File: src/rtl/piradspi_pkg.sv
// Shared types for the PiradSPI register-transaction front end:
// engine command layout, MISO response header and controller states.
package piradspi_pkg;

  localparam int CMD_FIFO_WIDTH = 72;
  localparam int SPI_WORD_WIDTH = 32;
  localparam logic [7:0] RESPONSE_MAGIC = 8'hAD;

  // Declared MSB first so the packed layout matches the engine command word.
  typedef struct packed {
    logic [5:0]  rsvd;
    logic        cpol;
    logic        cpha;
    logic [7:0]  id;
    logic [7:0]  device;
    logic [7:0]  sclk_cycles;
    logic [7:0]  wait_start;
    logic [7:0]  csn_to_sclk;
    logic [7:0]  sclk_to_csn;
    logic [15:0] xfer_len;
  } command_t;

  typedef struct packed {
    logic [7:0]  magic;
    logic [7:0]  id;
    logic [15:0] status;
  } response_t;

  typedef enum logic [2:0] {
    ST_IDLE,
    ST_ISSUE,
    ST_WAIT_HDR,
    ST_WAIT_DATA,
    ST_RESP
  } state_e;

  function automatic logic header_ok(input response_t hdr, input logic [7:0] id);
    return (hdr.magic == RESPONSE_MAGIC) && (hdr.id == id);
  endfunction

endpackage

File: src/rtl/piradspi_frame_pack.sv
// Combinational packing of one register request into the engine command word
// and the single MOSI frame word (rnw, address, data, left-justified).
module piradspi_frame_pack
  import piradspi_pkg::*;
#(
  parameter int ADDR_WIDTH     = 15,
  parameter int REG_DATA_WIDTH = 16,
  parameter int CPOL           = 0,
  parameter int CPHA           = 0,
  parameter int SCLK_CYCLES    = 1,
  parameter int WAIT_START     = 1,
  parameter int CSN_TO_SCLK    = 5,
  parameter int SCLK_TO_CSN    = 5
) (
  input  logic [7:0]                dev_i,
  input  logic [7:0]                id_i,
  input  logic                      rnw_i,
  input  logic [ADDR_WIDTH-1:0]     addr_i,
  input  logic [REG_DATA_WIDTH-1:0] wdata_i,
  output command_t                  cmd_o,
  output logic [SPI_WORD_WIDTH-1:0] mosi_o
);

  localparam int PAD_BITS = SPI_WORD_WIDTH - 1 - ADDR_WIDTH - REG_DATA_WIDTH;

  logic [REG_DATA_WIDTH-1:0] payload;

  // NOTE: the whole struct is defaulted first so no field can infer a latch.
  always_comb begin
    cmd_o             = '0;
    cmd_o.xfer_len    = 16'(SPI_WORD_WIDTH);
    cmd_o.sclk_to_csn = 8'(SCLK_TO_CSN);
    cmd_o.csn_to_sclk = 8'(CSN_TO_SCLK);
    cmd_o.wait_start  = 8'(WAIT_START);
    cmd_o.sclk_cycles = 8'(SCLK_CYCLES);
    cmd_o.device      = dev_i;
    cmd_o.id          = id_i;
    cmd_o.cpha        = 1'(CPHA);
    cmd_o.cpol        = 1'(CPOL);
  end

  assign payload = rnw_i ? '0 : wdata_i;
  assign mosi_o  = SPI_WORD_WIDTH'({rnw_i, addr_i, payload}) << PAD_BITS;

endmodule

File: src/rtl/piradspi_reg_xact.sv
// Single-outstanding register transaction controller: issues one command plus
// one MOSI word, then collects the MISO header and data word into a response.
module piradspi_reg_xact
  import piradspi_pkg::*;
#(
  parameter int ADDR_WIDTH     = 15,
  parameter int REG_DATA_WIDTH = 16,
  parameter int CPOL           = 0,
  parameter int CPHA           = 0,
  parameter int SCLK_CYCLES    = 1,
  parameter int WAIT_START     = 1,
  parameter int CSN_TO_SCLK    = 5,
  parameter int SCLK_TO_CSN    = 5,
  parameter int TIMEOUT_CYCLES = 4096
) (
  input  logic                      clk,
  input  logic                      rstn,
  input  logic                      req_valid,
  output logic                      req_ready,
  input  logic [7:0]                req_dev,
  input  logic                      req_rnw,
  input  logic [ADDR_WIDTH-1:0]     req_addr,
  input  logic [REG_DATA_WIDTH-1:0] req_wdata,
  output logic                      rsp_valid,
  input  logic                      rsp_ready,
  output logic [REG_DATA_WIDTH-1:0] rsp_rdata,
  output logic [7:0]                rsp_id,
  output logic                      rsp_err,
  output logic                      cmd_tvalid,
  input  logic                      cmd_tready,
  output logic [CMD_FIFO_WIDTH-1:0] cmd_tdata,
  output logic                      mosi_tvalid,
  input  logic                      mosi_tready,
  output logic [SPI_WORD_WIDTH-1:0] mosi_tdata,
  input  logic                      miso_tvalid,
  output logic                      miso_tready,
  input  logic [SPI_WORD_WIDTH-1:0] miso_tdata,
  output logic [15:0]               dropped_words
);

  localparam int TIMER_WIDTH = $clog2(TIMEOUT_CYCLES + 1);
  localparam logic [TIMER_WIDTH-1:0] TIMER_LAST = TIMER_WIDTH'(TIMEOUT_CYCLES - 1);

  state_e                    state_q;
  logic [7:0]                id_cnt_q;
  logic [7:0]                id_q;
  logic [7:0]                dev_q;
  logic                      rnw_q;
  logic [ADDR_WIDTH-1:0]     addr_q;
  logic [REG_DATA_WIDTH-1:0] wdata_q;
  logic                      req_ready_q;
  logic                      cmd_tvalid_q;
  logic                      mosi_tvalid_q;
  logic                      miso_tready_q;
  logic                      rsp_valid_q;
  logic [REG_DATA_WIDTH-1:0] rsp_rdata_q;
  logic [7:0]                rsp_id_q;
  logic                      rsp_err_q;
  logic                      err_flag_q;
  logic [15:0]               dropped_q;
  logic [TIMER_WIDTH-1:0]    timer_q;

  logic     req_fire;
  logic     miso_fire;
  logic     cmd_done;
  logic     mosi_done;
  logic     timeout;
  command_t cmd_word;

  assign req_fire  = req_ready_q & req_valid;
  assign miso_fire = miso_tready_q & miso_tvalid;
  // A stream counts as done if it already handshook or handshakes this cycle.
  assign cmd_done  = ~cmd_tvalid_q | cmd_tready;
  assign mosi_done = ~mosi_tvalid_q | mosi_tready;
  assign timeout   = (timer_q == TIMER_LAST);

  piradspi_frame_pack #(
    .ADDR_WIDTH    (ADDR_WIDTH),
    .REG_DATA_WIDTH(REG_DATA_WIDTH),
    .CPOL          (CPOL),
    .CPHA          (CPHA),
    .SCLK_CYCLES   (SCLK_CYCLES),
    .WAIT_START    (WAIT_START),
    .CSN_TO_SCLK   (CSN_TO_SCLK),
    .SCLK_TO_CSN   (SCLK_TO_CSN)
  ) u_frame_pack (
    .dev_i  (dev_q),
    .id_i   (id_q),
    .rnw_i  (rnw_q),
    .addr_i (addr_q),
    .wdata_i(wdata_q),
    .cmd_o  (cmd_word),
    .mosi_o (mosi_tdata)
  );

  // NOTE: every register here uses non-blocking assignment so all next values
  // are computed from the pre-edge state regardless of statement order.
  always_ff @(posedge clk or negedge rstn) begin
    if (!rstn) begin
      state_q       <= ST_IDLE;
      id_cnt_q      <= '0;
      id_q          <= '0;
      dev_q         <= '0;
      rnw_q         <= 1'b0;
      addr_q        <= '0;
      wdata_q       <= '0;
      req_ready_q   <= 1'b0;
      cmd_tvalid_q  <= 1'b0;
      mosi_tvalid_q <= 1'b0;
      miso_tready_q <= 1'b0;
      rsp_valid_q   <= 1'b0;
      rsp_rdata_q   <= '0;
      rsp_id_q      <= '0;
      rsp_err_q     <= 1'b0;
      err_flag_q    <= 1'b0;
      dropped_q     <= '0;
      timer_q       <= '0;
    end else begin
      unique case (state_q)
        ST_IDLE: begin
          req_ready_q   <= 1'b1;
          miso_tready_q <= 1'b1;
          if (miso_fire && dropped_q != 16'hFFFF) dropped_q <= dropped_q + 16'd1;
          if (req_fire) begin
            dev_q         <= req_dev;
            rnw_q         <= req_rnw;
            addr_q        <= req_addr;
            wdata_q       <= req_wdata;
            id_q          <= id_cnt_q;
            id_cnt_q      <= id_cnt_q + 8'd1;
            req_ready_q   <= 1'b0;
            miso_tready_q <= 1'b0;
            cmd_tvalid_q  <= 1'b1;
            mosi_tvalid_q <= 1'b1;
            state_q       <= ST_ISSUE;
          end
        end
        ST_ISSUE: begin
          if (cmd_tready)  cmd_tvalid_q  <= 1'b0;
          if (mosi_tready) mosi_tvalid_q <= 1'b0;
          if (cmd_done && mosi_done) begin
            miso_tready_q <= 1'b1;
            timer_q       <= '0;
            err_flag_q    <= 1'b0;
            state_q       <= ST_WAIT_HDR;
          end
        end
        ST_WAIT_HDR, ST_WAIT_DATA: begin
          timer_q <= timer_q + 1'b1;
          if (miso_fire) begin
            timer_q <= '0;
            if (state_q == ST_WAIT_HDR) begin
              err_flag_q <= ~header_ok(miso_tdata, id_q);
              state_q    <= ST_WAIT_DATA;
            end else begin
              rsp_rdata_q   <= miso_tdata[REG_DATA_WIDTH-1:0];
              rsp_err_q     <= err_flag_q;
              rsp_id_q      <= id_q;
              rsp_valid_q   <= 1'b1;
              miso_tready_q <= 1'b0;
              state_q       <= ST_RESP;
            end
          end else if (timeout) begin
            rsp_rdata_q   <= '0;
            rsp_err_q     <= 1'b1;
            rsp_id_q      <= id_q;
            rsp_valid_q   <= 1'b1;
            miso_tready_q <= 1'b0;
            state_q       <= ST_RESP;
          end
        end
        ST_RESP: begin
          if (rsp_ready) begin
            rsp_valid_q   <= 1'b0;
            req_ready_q   <= 1'b1;
            miso_tready_q <= 1'b1;
            state_q       <= ST_IDLE;
          end
        end
        default: state_q <= ST_IDLE;
      endcase
    end
  end

  assign req_ready     = req_ready_q;
  assign cmd_tvalid    = cmd_tvalid_q;
  assign cmd_tdata     = cmd_word;
  assign mosi_tvalid   = mosi_tvalid_q;
  assign miso_tready   = miso_tready_q;
  assign rsp_valid     = rsp_valid_q;
  assign rsp_rdata     = rsp_rdata_q;
  assign rsp_id        = rsp_id_q;
  assign rsp_err       = rsp_err_q;
  assign dropped_words = dropped_q;

endmodule

File: config.mk
export PLATFORM = sky130hd
export DESIGN_NAME = piradspi_reg_xact
export DESIGN_NICKNAME = d
export VERILOG_FILES = /design/src/rtl/piradspi_pkg.sv /design/src/rtl/piradspi_frame_pack.sv /design/src/rtl/piradspi_reg_xact.sv
export SDC_FILE = /design/constraint.sdc
export NUM_CORES = 1
export LEC_CHECK = 0
export ABC_CLOCK_PERIOD_IN_PS = 3820
export CORE_MARGIN = 4
export CORE_UTILIZATION = 48
export DETAILED_ROUTE_END_ITERATION = 10
export GPL_TIMING_DRIVEN = 0
export PLACE_DENSITY = 0.88
export SETUP_SLACK_MARGIN = 0.3
export SYNTH_ARGS = -nofsm -noshare
export SYNTH_HDL_FRONTEND = slang
export SYNTH_HIERARCHICAL = 1
export SYNTH_SLANG_ARGS = --single-unit
File: constraint.sdc
create_clock -name clk -period 3.82 [get_ports clk]
set_input_delay 0.764 -clock clk [delete_from_list [all_inputs] [get_ports clk]]
set_output_delay 0.764 -clock clk [all_outputs]
set_load 0.02 [all_outputs]
# Word-level counts from Yosys, hierarchy flattened

Cells that the tools add are included.

Flip-flop bits (word level): 119
Bits of input ports: 79
Output and inout bits: 150
Logic and storage cells: 109

$add $sub $neg: 3
Equal/unequal tests: 18
Mux-type cells: 41
Bitwise operators: 7
Reduce and logical (&&, ||, !) cells: 22

Operators by type and width:

| kind                    | count |
|---|---|
| $mux W16                | 4 |
| $mux W13                | 2 |
| $pmux W13 S2            | 1 |
| $mux W8                 | 3 |
| $mux W1                 | 18 |
| $mux W3                 | 6 |
| $add A16 B1 Y16 const B | 1 |
| $ne A16 B16 Y1 const B  | 1 |
| $ne A2 B2 Y1 const B    | 8 |
| $add A13 B1 Y13 const B | 1 |
| $eq A13 B12 Y1 const B  | 1 |
| $pmux W3 S4             | 1 |
| $reduce_and A4 Y1       | 3 |
| $pmux W1 S2             | 5 |
| $reduce_bool A2 Y1      | 5 |
| $reduce_and A3 Y1       | 3 |
| $add A8 B1 Y8 const B   | 1 |
| $eq A8 B8 Y1            | 1 |
| $eq A8 B8 Y1 const B    | 1 |
| $reduce_and A2 Y1       | 4 |
| $eq A3 B2 Y1 const B    | 2 |
| $ne A3 B3 Y1 const B    | 2 |
| $reduce_and A5 Y1       | 1 |
| $pmux W1 S4             | 1 |
| 9 further kinds         | 15 |

# Logic depth before layout (Yosys ltp)

Gate-level depths: netlist (run 1).

Depth after elaboration: 6
Mapped depth: 7
Mapped depth without buffers: 6

# Hierarchy

The synthesis (run 1) kept the hierarchy.

Modules (own cells, without submodules):

| module              | times used | cells each | area an instance (um^2) | seq. area each (um^2) |
|---|---|---|---|---|
| piradspi_reg_xact   | 1          | 502        | 5094.9                  | 2977.9 |
| piradspi_frame_pack | 1          | 107        | 812.0                   | 0.0 |

# Worst setup path before layout (run 1)

OpenSTA, ideal clock, no wires.

Path type: in2reg
From: input port cmd_tready
To: register timer_q[11]
Setup time: 79 ps
Arrival: 1910 ps
Required time: 3741 ps
Path slack: 1831 ps
Cell stages on the path: 5
Buffers on the path: 0
Cell sequence: nand2b_1 -> a31oi_1 -> or2_2 -> or3_1 -> a21oi_1

Longest elaborated chain between the ends: 4

RTL lines:

| what                               | RTL line                 | source |
|---|---|---|
| start, declared                    | piradspi_reg_xact.sv:30  | `input logic cmd_tready,` |
| $or A1 B1 Y1                       | piradspi_reg_xact.sv:73  | `assign cmd_done = ~cmd_tvalid_q \| cmd_tready;` |
| $logic_and A1 B1 Y1                | piradspi_reg_xact.sv:141 | `if (cmd_done && mosi_done) begin` |
| $ne A2 B2 Y1 (no source line)      | -                        |  |
| $reduce_and A2 Y1 (no source line) | -                        |  |
| end signal, assigned               | piradspi_reg_xact.sv:149 | `timer_q <= timer_q + 1'b1;` |
| end, declared                      | piradspi_reg_xact.sv:61  | `logic [TIMER_WIDTH-1:0] timer_q;` |

Every way passes these cells.
A chain may end at the register's enable or synchronous reset.

# Worst setup path in the final report (run 1)

From: register rnw_q
To: output port mosi_tdata[11]

Longest elaborated chain between the ends: 1

RTL lines:

| what                   | RTL line                  | source |
|---|---|---|
| start, declared        | piradspi_reg_xact.sv:48   | `logic rnw_q;` |
| start signal, assigned | piradspi_reg_xact.sv:126  | `rnw_q <= req_rnw;` |
| $mux W16               | piradspi_frame_pack.sv:42 | `assign payload = rnw_i ? '0 : wdata_i;` |
| end, declared          | piradspi_reg_xact.sv:34   | `output logic [SPI_WORD_WIDTH-1:0] mosi_tdata,` |

Every way passes these cells.

==> metrics.yaml, run 1 <==
clock_tree:
  cts-buffers-inserted: 17
  ctsRootBufferMaster: "clkbuf_16"
  cts_tree: "yes"
  clk_latency_ps: 420
  clock-sinks: 119
  htree_levels: 4
  cts-resized-gates: 0
  ctsHoldBuffers: 0
  postCtsSetupRepairBufs: 0
  cts_buffer_depth: 2
  clk_pin_slew_ps: 60
global_routing:
  grt_use_met2_pct: 36.5
  grt_max_degree: 101
  grt_pass1_vias: 4843
  grt_pass1_wl_um: 23500
  grtUsageMet1_pct: 23.2
  grt.met3_usage_pct: 7.64
  gr-max-usage-layer: "met2"
  grt_overflow: 0
  track_usage_pct: 20.7
  antenna_found_initial: 0
layout:
  area_growth_pct: 46.0
  layout.nets: 937
  drive_gt1_share_pct: 18.4
  layout_common_cells: "172 x nand2_1, 171 x clkdlybuf4s50_1, 119 x dfrtp_1, 88 x buf_4, 56 x conb_1"
  fin_cells: 1015
  layout_commonest_cell: "nand2_1"
  n_antenna_cell: 0
  post-route-util_pct: 71.8
critical_path:
  path_cells: "buf_6 -> nor2b_1 -> clkdlybuf4s50_1"
  r2r_setup_slack_ps: 1640
  crit_family: "buffers and inverters"
  slowest_stage: "clkdlybuf4s50_1"
  cp_slowest_stage_delay_ps: 610
  arrival_ps: 1830
  path_depth: 3
  required_ps: 3060
  critPathCaptureType: "output pin"
  crit_path_max_fanout: 10
  critPathKind: "register to output pin"
  crit_buf_inv: 2
  r2r_end: "addr_q[10]"
  timing.rr.start: "state_q[0]"
  r2r_cells: 7
  startpoint_type: "register"
drt:
  wirelength_um: 14600
  vias: 4799
  drt_pass1_iterations: 4
  avgRoutedWirePerCell_um: 14.4
  drtIter0Drc: 194
  drt-vias-per-instance: 4.73
  drcViolationCount: 0
  ant_nets: 0
placed_design:
  numPortBuffers: 172
  place_ws_ps: 1100
  gp_congestion: 0.797
  placed_cells: 983
  hpwlAfterDp_um: 10800
worst_hold_path:
  min_path_type: "input pin to async pin"
floorplan:
  dieArea_um2: 14100
  pin_count: 229
  coreArea_um2: 12000
  start_util_pct: 49.2
  row_count: 40
  die_h_um: 119
  fp.dieW_um: 119
yosys:
  yosys.area_share.simple_pct: 22.5
  synth_top_family_by_area: "simple AND/OR/NAND/NOR gates"
  synth_compound_area_share_pct: 5.87
  synth_cells: 609
  synth_ff_type: "dfrtp_1"
  ys_warn_count: 6
  synth.cell_area_um2: 5910
  synth_edf_count: 0
  ys_async_sr_fraction_pct: 100
  synthAdderAreaFrac_pct: 0.635
  avgSynthCellArea_um2: 9.70
  synth.distinct_cells: 49
  yosysSeqAreaShare_pct: 50.4
  synth-xor-area-share_pct: 5.49
  synth-seq-cells: 119
  synthMuxAreaShare_pct: 2.20
run:
  maxCapViolations: 0
pwr:
  finalPower_w: 0.00622
  intPower_w: 0.00394
  cellLeakagePower_nw: 4.16
  seqPwrFrac_pct: 31.5
  combinationalPowerShare_pct: 43.7
  peakVddDrop_uv: 635
  pwr-share-clk_pct: 24.8
  switchingPower_w: 0.00228
  swShare_pct: 36.7
  p_per_area_nw_per_um2: 721
timing:
  tightest_slew_ps: 785
  min_period_ps: 2590
  rsz0062_at_grt: "false"
  slew_viol_final: 0
  fin_skew_ps: 13.0
  fmax_ghz: 0.385
  hold_violations: 0
  slew-limit-headroom_pct: 47.5
  period_share_pct: 67.9
  setup_ws_ps: 1230
  hold_slack_ps: 190
  setup_viol_count_final: 0
outcome:
  status: "finished, final reports clean"
-- per-stage QoR --
step                cell area, um2  setup TNS, ps
floorplan                     6110              0
global placement              8020        -311630
detailed placement            8040              0
CTS                           8630              0
global route                  8630              0
finish                        8630              0
-- cell usage after synthesis, drive strengths merged (2+ instances only) --
master	n	share of area, %
mux2	10	2.0
and4	2	0.30
nand4	7	0.74
nand4b	2	0.30
nor4b	2	0.30
nor2b	12	1.6
a21oi	9	0.76
conb	2	0.13
xnor2	30	4.4
o21ai	11	0.93
nand2b	7	0.74
clkbuf	12	0.76
dfrtp	119	50
and2b	6	0.89
or2	2	0.21
and2	3	0.32
nand3	23	2.3
buf	95	12
xor2	7	1.0
nor3b	2	0.25
a22o	17	2.5
ha	3	0.64
o31ai	2	0.57
nor4	4	0.42
nor3	10	0.85
nor2	19	1.2
nand2	172	11
and3	6	0.64
-- registers in the layout, indices dropped and copies added (netlist names) --
name           cells
id_cnt_q           8
miso_tready        1
id_q               8
mosi_tvalid        1
dev_q              8
req_ready          1
rsp_valid          1
timer_q           13
rsp_err            1
addr_q            15
rnw_q              1
dropped_words     16
rsp_id             8
state_q            3
wdata_q           16
rsp_rdata         16
cmd_tvalid         1
err_flag_q         1
-- worst reg2reg max path, cell delays in order (launching register included) --
cell	delay, ps
dfrtp_1	350
buf_2	180
nor3_1	430
and3_1	220
clkbuf_1	300
clkbuf_1	440
nand2_1	130
nand2_1	90
-- cell type report --
class                           instances  area [um2]
Clock buffer                           17         425
Sequential cell                       119        2980
Multi-Input combinational cell        436        2370
Buffer                                107         753
Fill cell                             873        3390
Clock inverter                         15         156
Inverter                                1        3.75
Timing Repair Buffer                  173        1750
Tap cell                              147         184
-- power groups by stage --
stage                     logic, W  registers, W  clock network, W
after global placement     0.00266       0.00195                 0
final                      0.00272       0.00196           0.00154
after CTS                  0.00275       0.00196           0.00157
after detailed placement   0.00272       0.00197                 0
after global routing       0.00294       0.00202           0.00163
after floorplan            0.00149       0.00207                 0
-- per-layer routing --
| layer | vias to the layer above | wire length (um) |
|---|---|---|
| li1 | 2356 | - |
| met1 | 2282 | 5730 |
| met2 | 146 | 7590 |
| met3 | 15 | 1060 |
| met4 | 0 | 189 |
| met5 | - | 0 |
-- logic make-up (layout without fill, tap and decap cells) --
| group | Yosys count | count (layout) |
|---|---|---|
| AO/OA/AOI/OAI | 47 | 47 |
| XOR/XNOR | 37 | 37 |
| adder cells (fa/ha/maj) | 3 | 3 |
| buffers and inverters | 108 | 313 |
| flip-flops | 119 | 119 |
| multiplexers | 11 | 11 |
| other | 2 | 56 |
| AND/OR/NAND/NOR | 282 | 282 |
-- how the worst max path moves through the flow --
stage | startpoint | end | slack [ps]
floorplan | cmd_tready | timer_q[11] | 1830
global placement | rstn | dev_q[3] | -2630
detailed placement | miso_tvalid | rsp_rdata[6] | 1100
CTS | rnw_q | mosi_tdata[4] | 1200
global route | rnw_q | mosi_tdata[4] | 1130
finish | rnw_q | mosi_tdata[11] | 1230
(Power assumes the default switching activity.)
==> inputs of run 2 (changes only) <==
- ABC_CLOCK_PERIOD_IN_PS: 3820 -> 2400
- CORE_UTILIZATION: 48 -> 44
- PLACE_DENSITY: 0.88 -> 0.81
- clock period: 3.82 -> 2.4 ns (I/O delays scaled with it)
==> run 2 against run 1 <==
The run now ends with negative hold slack left. First-iteration DRC count increased by 39%. Register-to-register slack got worse by 1200 ps. Routed wire length increased by 1.5%. Sequential cell count unchanged. Design area increased by 1.8%. Combinational power increased by 58%. Non-clock buffer count increased by 5. Total power increased by 63%. Largest power group unchanged.
==> metrics.yaml, run 2 (synthesis gave the netlist of run 1 again) <==
placed_design:
  gp_congestion: 0.816
  hpwlAfterDp_um: 10800
  placed_cell_area_um2: 8080
  place_ws_ps: -49.3
  numPortBuffers: 172
critical_path:
  crit_family: "buffers and inverters"
  critPathCaptureType: "output pin"
  arrival_ps: 1560
  cp_slowest_stage_delay_ps: 600
  critPathKind: "register to output pin"
  crit_buf_inv: 2
  path_cells: "buf_4 -> clkdlybuf4s50_1"
  startpoint_type: "register"
  crit_path_max_fanout: 4
  slowest_stage: "clkdlybuf4s50_1"
  required_ps: 1920
drt:
  route.met3.wl_um: 1300
  drt-vias-per-instance: 4.59
  ant_nets: 0
  wl_met2_um: 7440
  vias: 4814
  drcViolationCount: 0
  drt_pass1_iterations: 4
  wirelength_um: 14800
  drtIter0Drc: 270
  top_layer_used: "met4"
  avgRoutedWirePerCell_um: 14.1
  met1_length_um: 5920
timing:
  setup_ws_ps: 358
  period_share_pct: 85.1
  finalSetupTns_ps: 0
  min_period_ps: 2040
  slew-limit-headroom_pct: 53.0
  fmax_ghz: 0.490
  slew_viol_final: 0
  setup_viol_count_final: 0
  hold_violations: 12
  fin_skew_ps: 7.64
  tightest_slew_ps: 705
  hold_slack_ps: -3.17
  rsz0062_at_grt: "true"
layout:
  layout_commonest_cell: "nand2_1"
  area_growth_pct: 48.6
  n_antenna_cell: 0
  layout.nets: 942
  final_area_um2: 8780
  drive_gt1_share_pct: 19.6
  layout_common_cells: "172 x nand2_1, 150 x clkdlybuf4s50_1, 117 x dfrtp_1, 93 x buf_4, 56 x conb_1"
run:
  maxCapViolations: 0
global_routing:
  grt_overflow: 0
  grt_pass1_wl_um: 22900
  grt_max_degree: 74
  antenna_found_initial: 0
  grt_pass1_vias: 4777
  track_usage_pct: 19.3
floorplan:
  dieArea_um2: 15300
  row_count: 42
  start_util_pct: 44.8
  pin_count: 229
  coreArea_um2: 13200
  die_h_um: 124
  fp.dieW_um: 124
clock_tree:
  cts_tree: "yes"
  clk_latency_ps: 410
  clk_pin_slew_ps: 60
  htree_levels: 4
  ctsRootBufferMaster: "clkbuf_16"
  cts-buffers-inserted: 17
  cts_buffer_depth: 2
  clock-sinks: 119
pwr:
  peakVddDrop_uv: 698
  cellLeakagePower_nw: 4.35
  p_per_area_nw_per_um2: 1160
  finalPower_w: 0.0102
outcome:
  status: "complete, but fails checks"
  failed_checks: "negative hold slack"
worst_hold_path:
  min_path_type: "input pin to async pin"
-- run 2: cell count changes in the layout (fill, tap and decap cells not counted), moves of 3 or more --
cell             delta
clkdlybuf4s50_1    -21
dlygate4sd2_1      +16
buf_4               +5
clkbuf_8            +5
clkinvlp_4          -5
clkbuf_2            +3
clkinv_4            -3
dlymetal6s2s_1      +3
-- run 2: final timing paths --
| path | start | to | slack [ps] | cells past startpoint |
|---|---|---|---|---|
| max | id_q[2] | cmd_tdata[58] | 360 | 2 |
| min | rstn | rsp_rdata[3] | -3 | 1 |
| max reg2reg | timer_q[6] | rsp_id[7] | 470 | 6 |
| min reg2reg | wdata_q[0] | wdata_q[0] | 460 | 2 |
| max in group asynchronous | rstn | rnw_q | 1660 | 2 |
| min in group clk | wdata_q[0] | wdata_q[0] | 460 | 2 |
-- run 2: metrics by stage --
step,util [%],instances
2_1_floorplan,-,663
3_3_place_gp,61.0,1011
3_5_place_dp,61.3,1012
4_1_cts,66.2,1047
5_1_grt,66.6,1049
6_report,66.6,1049
-- run 2: report_power, final --
| part | internal [W] | switching (W) | total [W] |
|---|---|---|---|
| clock network | 0.00187 | 0.000870 | 0.00274 |
| logic | 0.00206 | 0.00225 | 0.00430 |
| registers | 0.00266 | 0.000454 | 0.00311 |
-- run 2: routing by layer --
metal,GRT usage [%],vias up
met5,0,-
met3,8.67,13
met4,4.84,0
met1,22.1,2291
li1,-,2364
met2,33.1,146
-- run 2: repair_timing --
| action | 4_1_cts | 5_1_grt |
|---|---|---|
| pin swaps | 0 | 1 |
| hold buffers | 0 | 0 |
| setup endpoints to repair | 37 | 77 |
| buffers inserted | 3 | 2 |
| endpoints found under the hold margin | 0 | 0 |
| resized for setup | 22 | 12 |
-- run 2: cell type report --
type | instances | area [um2]
well taps | 176 | 220
plain buffers | 107 | 757
repair buffers | 178 | 1780
fillers | 1077 | 4410
inverters | 1 | 3.75
multi-input cells | 436 | 2400
clock inverters | 7 | 139
flip-flops and latches | 119 | 2980
clock buffers | 25 | 505
-- run 2: worst register-to-register path: stages (launching register included) --
cell     delay (ps)
dfrtp_1         470
and4_1          290
nand3_2         120
o31ai_4         340
nand3_4         130
buf_6           170
mux2_4          300
==> inputs of run 3 (changes only) <==
- ABC_CLOCK_PERIOD_IN_PS: 2400 -> 2000
- HOLD_SLACK_MARGIN: not set -> 0.03
- clock period: 2.4 -> 2 ns (I/O delays scaled with it)
==> run 3 against run 2 <==
The flow now finishes without violations. Critical path type is now register to register. Sequential share of layout area decreased by 1.2 points. Design area increased by 4.0%. Clock-buffer cell count unchanged. Register-to-register slack got worse by 300 ps. Critical endpoint is now rsp_id[7]. Sequential power increased by 20%. Non-clock buffer count increased by 31. Sequential cell count unchanged. Die area unchanged.
==> metrics.yaml, run 3 (synthesis gave the netlist of run 1 again) <==
outcome:
  status: "finished, final reports clean"
layout:
  layout_commonest_cell: "nand2_1"
  area_growth_pct: 54.5
  n_antenna_cell: 0
  fin_cells: 1077
  final_area_um2: 9130
  drive_gt1_share_pct: 28.4
  layout.nets: 973
  layout_common_cells: "172 x nand2_1, 123 x buf_4, 110 x dfrtp_1, 77 x clkdlybuf4s50_1, 71 x dlygate4sd2_1"
  post-route-util_pct: 69.2
floorplan:
  row_count: 42
  fp.dieW_um: 124
  coreArea_um2: 13200
  dieArea_um2: 15300
  start_util_pct: 44.8
  pin_count: 229
  die_h_um: 124
clock_tree:
  clk_latency_ps: 410
  cts_buffer_depth: 2
  clk_pin_slew_ps: 50
  clock-sinks: 119
  cts-buffers-inserted: 17
  htree_levels: 4
  cts_tree: "yes"
  ctsRootBufferMaster: "clkbuf_16"
global_routing:
  grt_pass1_vias: 5074
  grt_overflow: 0
  grt_max_degree: 65
  grt_pass1_wl_um: 24500
  track_usage_pct: 20.6
  antenna_found_initial: 0
placed_design:
  placed_cell_area_um2: 8110
  gp_congestion: 0.825
  placed_cells: 1012
  numPortBuffers: 172
  hpwlAfterDp_um: 10700
drt:
  ant_nets: 0
  drt-vias-per-instance: 4.59
  drtIter0Drc: 158
  vias: 4939
  wirelength_um: 15600
  drcViolationCount: 0
  avgRoutedWirePerCell_um: 14.5
  drt_pass1_iterations: 4
timing:
  fin_skew_ps: 6.92
  hold_slack_ps: 467
  slew-limit-headroom_pct: 63.8
  hold_violations: 0
  setup_viol_count_final: 0
  fmax_ghz: 0.547
  tightest_slew_ps: 544
  min_period_ps: 1830
  rsz0062_at_grt: "true"
  period_share_pct: 91.3
  finalSetupTns_ps: 0
  slew_viol_final: 0
critical_path:
  crit_path_max_fanout: 6
  cp_slowest_stage_delay_ps: 420
  slowest_stage: "dfrtp_1"
  path_cells: "ha_4 -> nand3_4 -> o31ai_4 -> nand3_4 -> buf_8 -> mux2_4"
  crit_top_cell: "nand3_4"
  required_ps: 2300
  critPathKind: "register to register"
  startpoint_type: "register"
  arrival_ps: 2120
  critPathCaptureType: "register"
pwr:
  intPower_w: 0.00775
  p_per_area_nw_per_um2: 1340
  combinationalPowerShare_pct: 45.7
  swShare_pct: 36.5
  pwr-share-clk_pct: 23.8
  cellLeakagePower_nw: 4.70
  switchingPower_w: 0.00446
  peakVddDrop_uv: 810
  seqPwrFrac_pct: 30.6
run:
  maxCapViolations: 0
worst_hold_path:
  min_path_type: "register to register"
run 3: power by group through the flow:
stage | logic, W | clock network, W | registers, W
2_1_floorplan | 0.00285 | 0 | 0.00396
3_3_place_gp | 0.00511 | 0 | 0.00374
3_5_place_dp | 0.00520 | 0 | 0.00376
4_1_cts | 0.00528 | 0.00294 | 0.00373
5_1_grt | 0.00605 | 0.00307 | 0.00384
6_report | 0.00558 | 0.00290 | 0.00374
run 3: timing repair:
item,CTS,global route
gates cloned,1,1
hold buffers,1,0
pin swaps,8,24
setup buffers,20,13
gates resized for setup,212,62
hold endpoints to repair,55,0
setup endpoints to repair,205,123
run 3: final timing paths:
check | from | to | slack, ps | cells past startpoint
worst max register to register | timer_q[0] | rsp_id[7] | 170 | 6
worst min-delay path | wdata_q[3] | wdata_q[3] | 470 | 2
max in group asynchronous | rstn | rnw_q | 770 | 3
min in group asynchronous | rstn | rsp_rdata[11] | 530 | 2
worst max-delay path | timer_q[0] | rsp_id[7] | 170 | 6
worst min register to register | wdata_q[3] | wdata_q[3] | 470 | 2
run 3: area by class of cell:
type	instances	area, um2
multi-input combinational	436	2570
sequential	119	2990
clock inverter	4	70.1
clock buffer	25	485
inverter	1	3.75
timing repair buffer	209	1960
fill	1034	4060
buffer	107	828
tap	176	220
run 3: stage by stage:
stage | total power [W] | setup slack, ps
after global placement | 0.00885 | -4130
after CTS | 0.0119 | 101
after global routing | 0.0130 | 114
after floorplan | 0.00681 | 243
final | 0.0122 | 173
after detailed placement | 0.00895 | -358
run 3: critical path: cells and delay by family, from the launching register on:
family / cells / cell delay (ps)
flip-flops: 1 / 420
AO/OA/AOI/OAI: 1 / 320
AND/OR/NAND/NOR: 2 / 310
multiplexers: 1 / 290
adder cells (fa/ha/maj): 1 / 190
buffers and inverters: 1 / 190
run 3: metal layers:
layer  vias to the layer above  global-route usage, %  routed length, um
li1                       2430                      -                  -
met1                      2324                   23.1               6070
met2                       156                   35.2               8020
met3                        29                   7.95               1160
met4                         0                   8.37                345
met5                         -                      0                  0
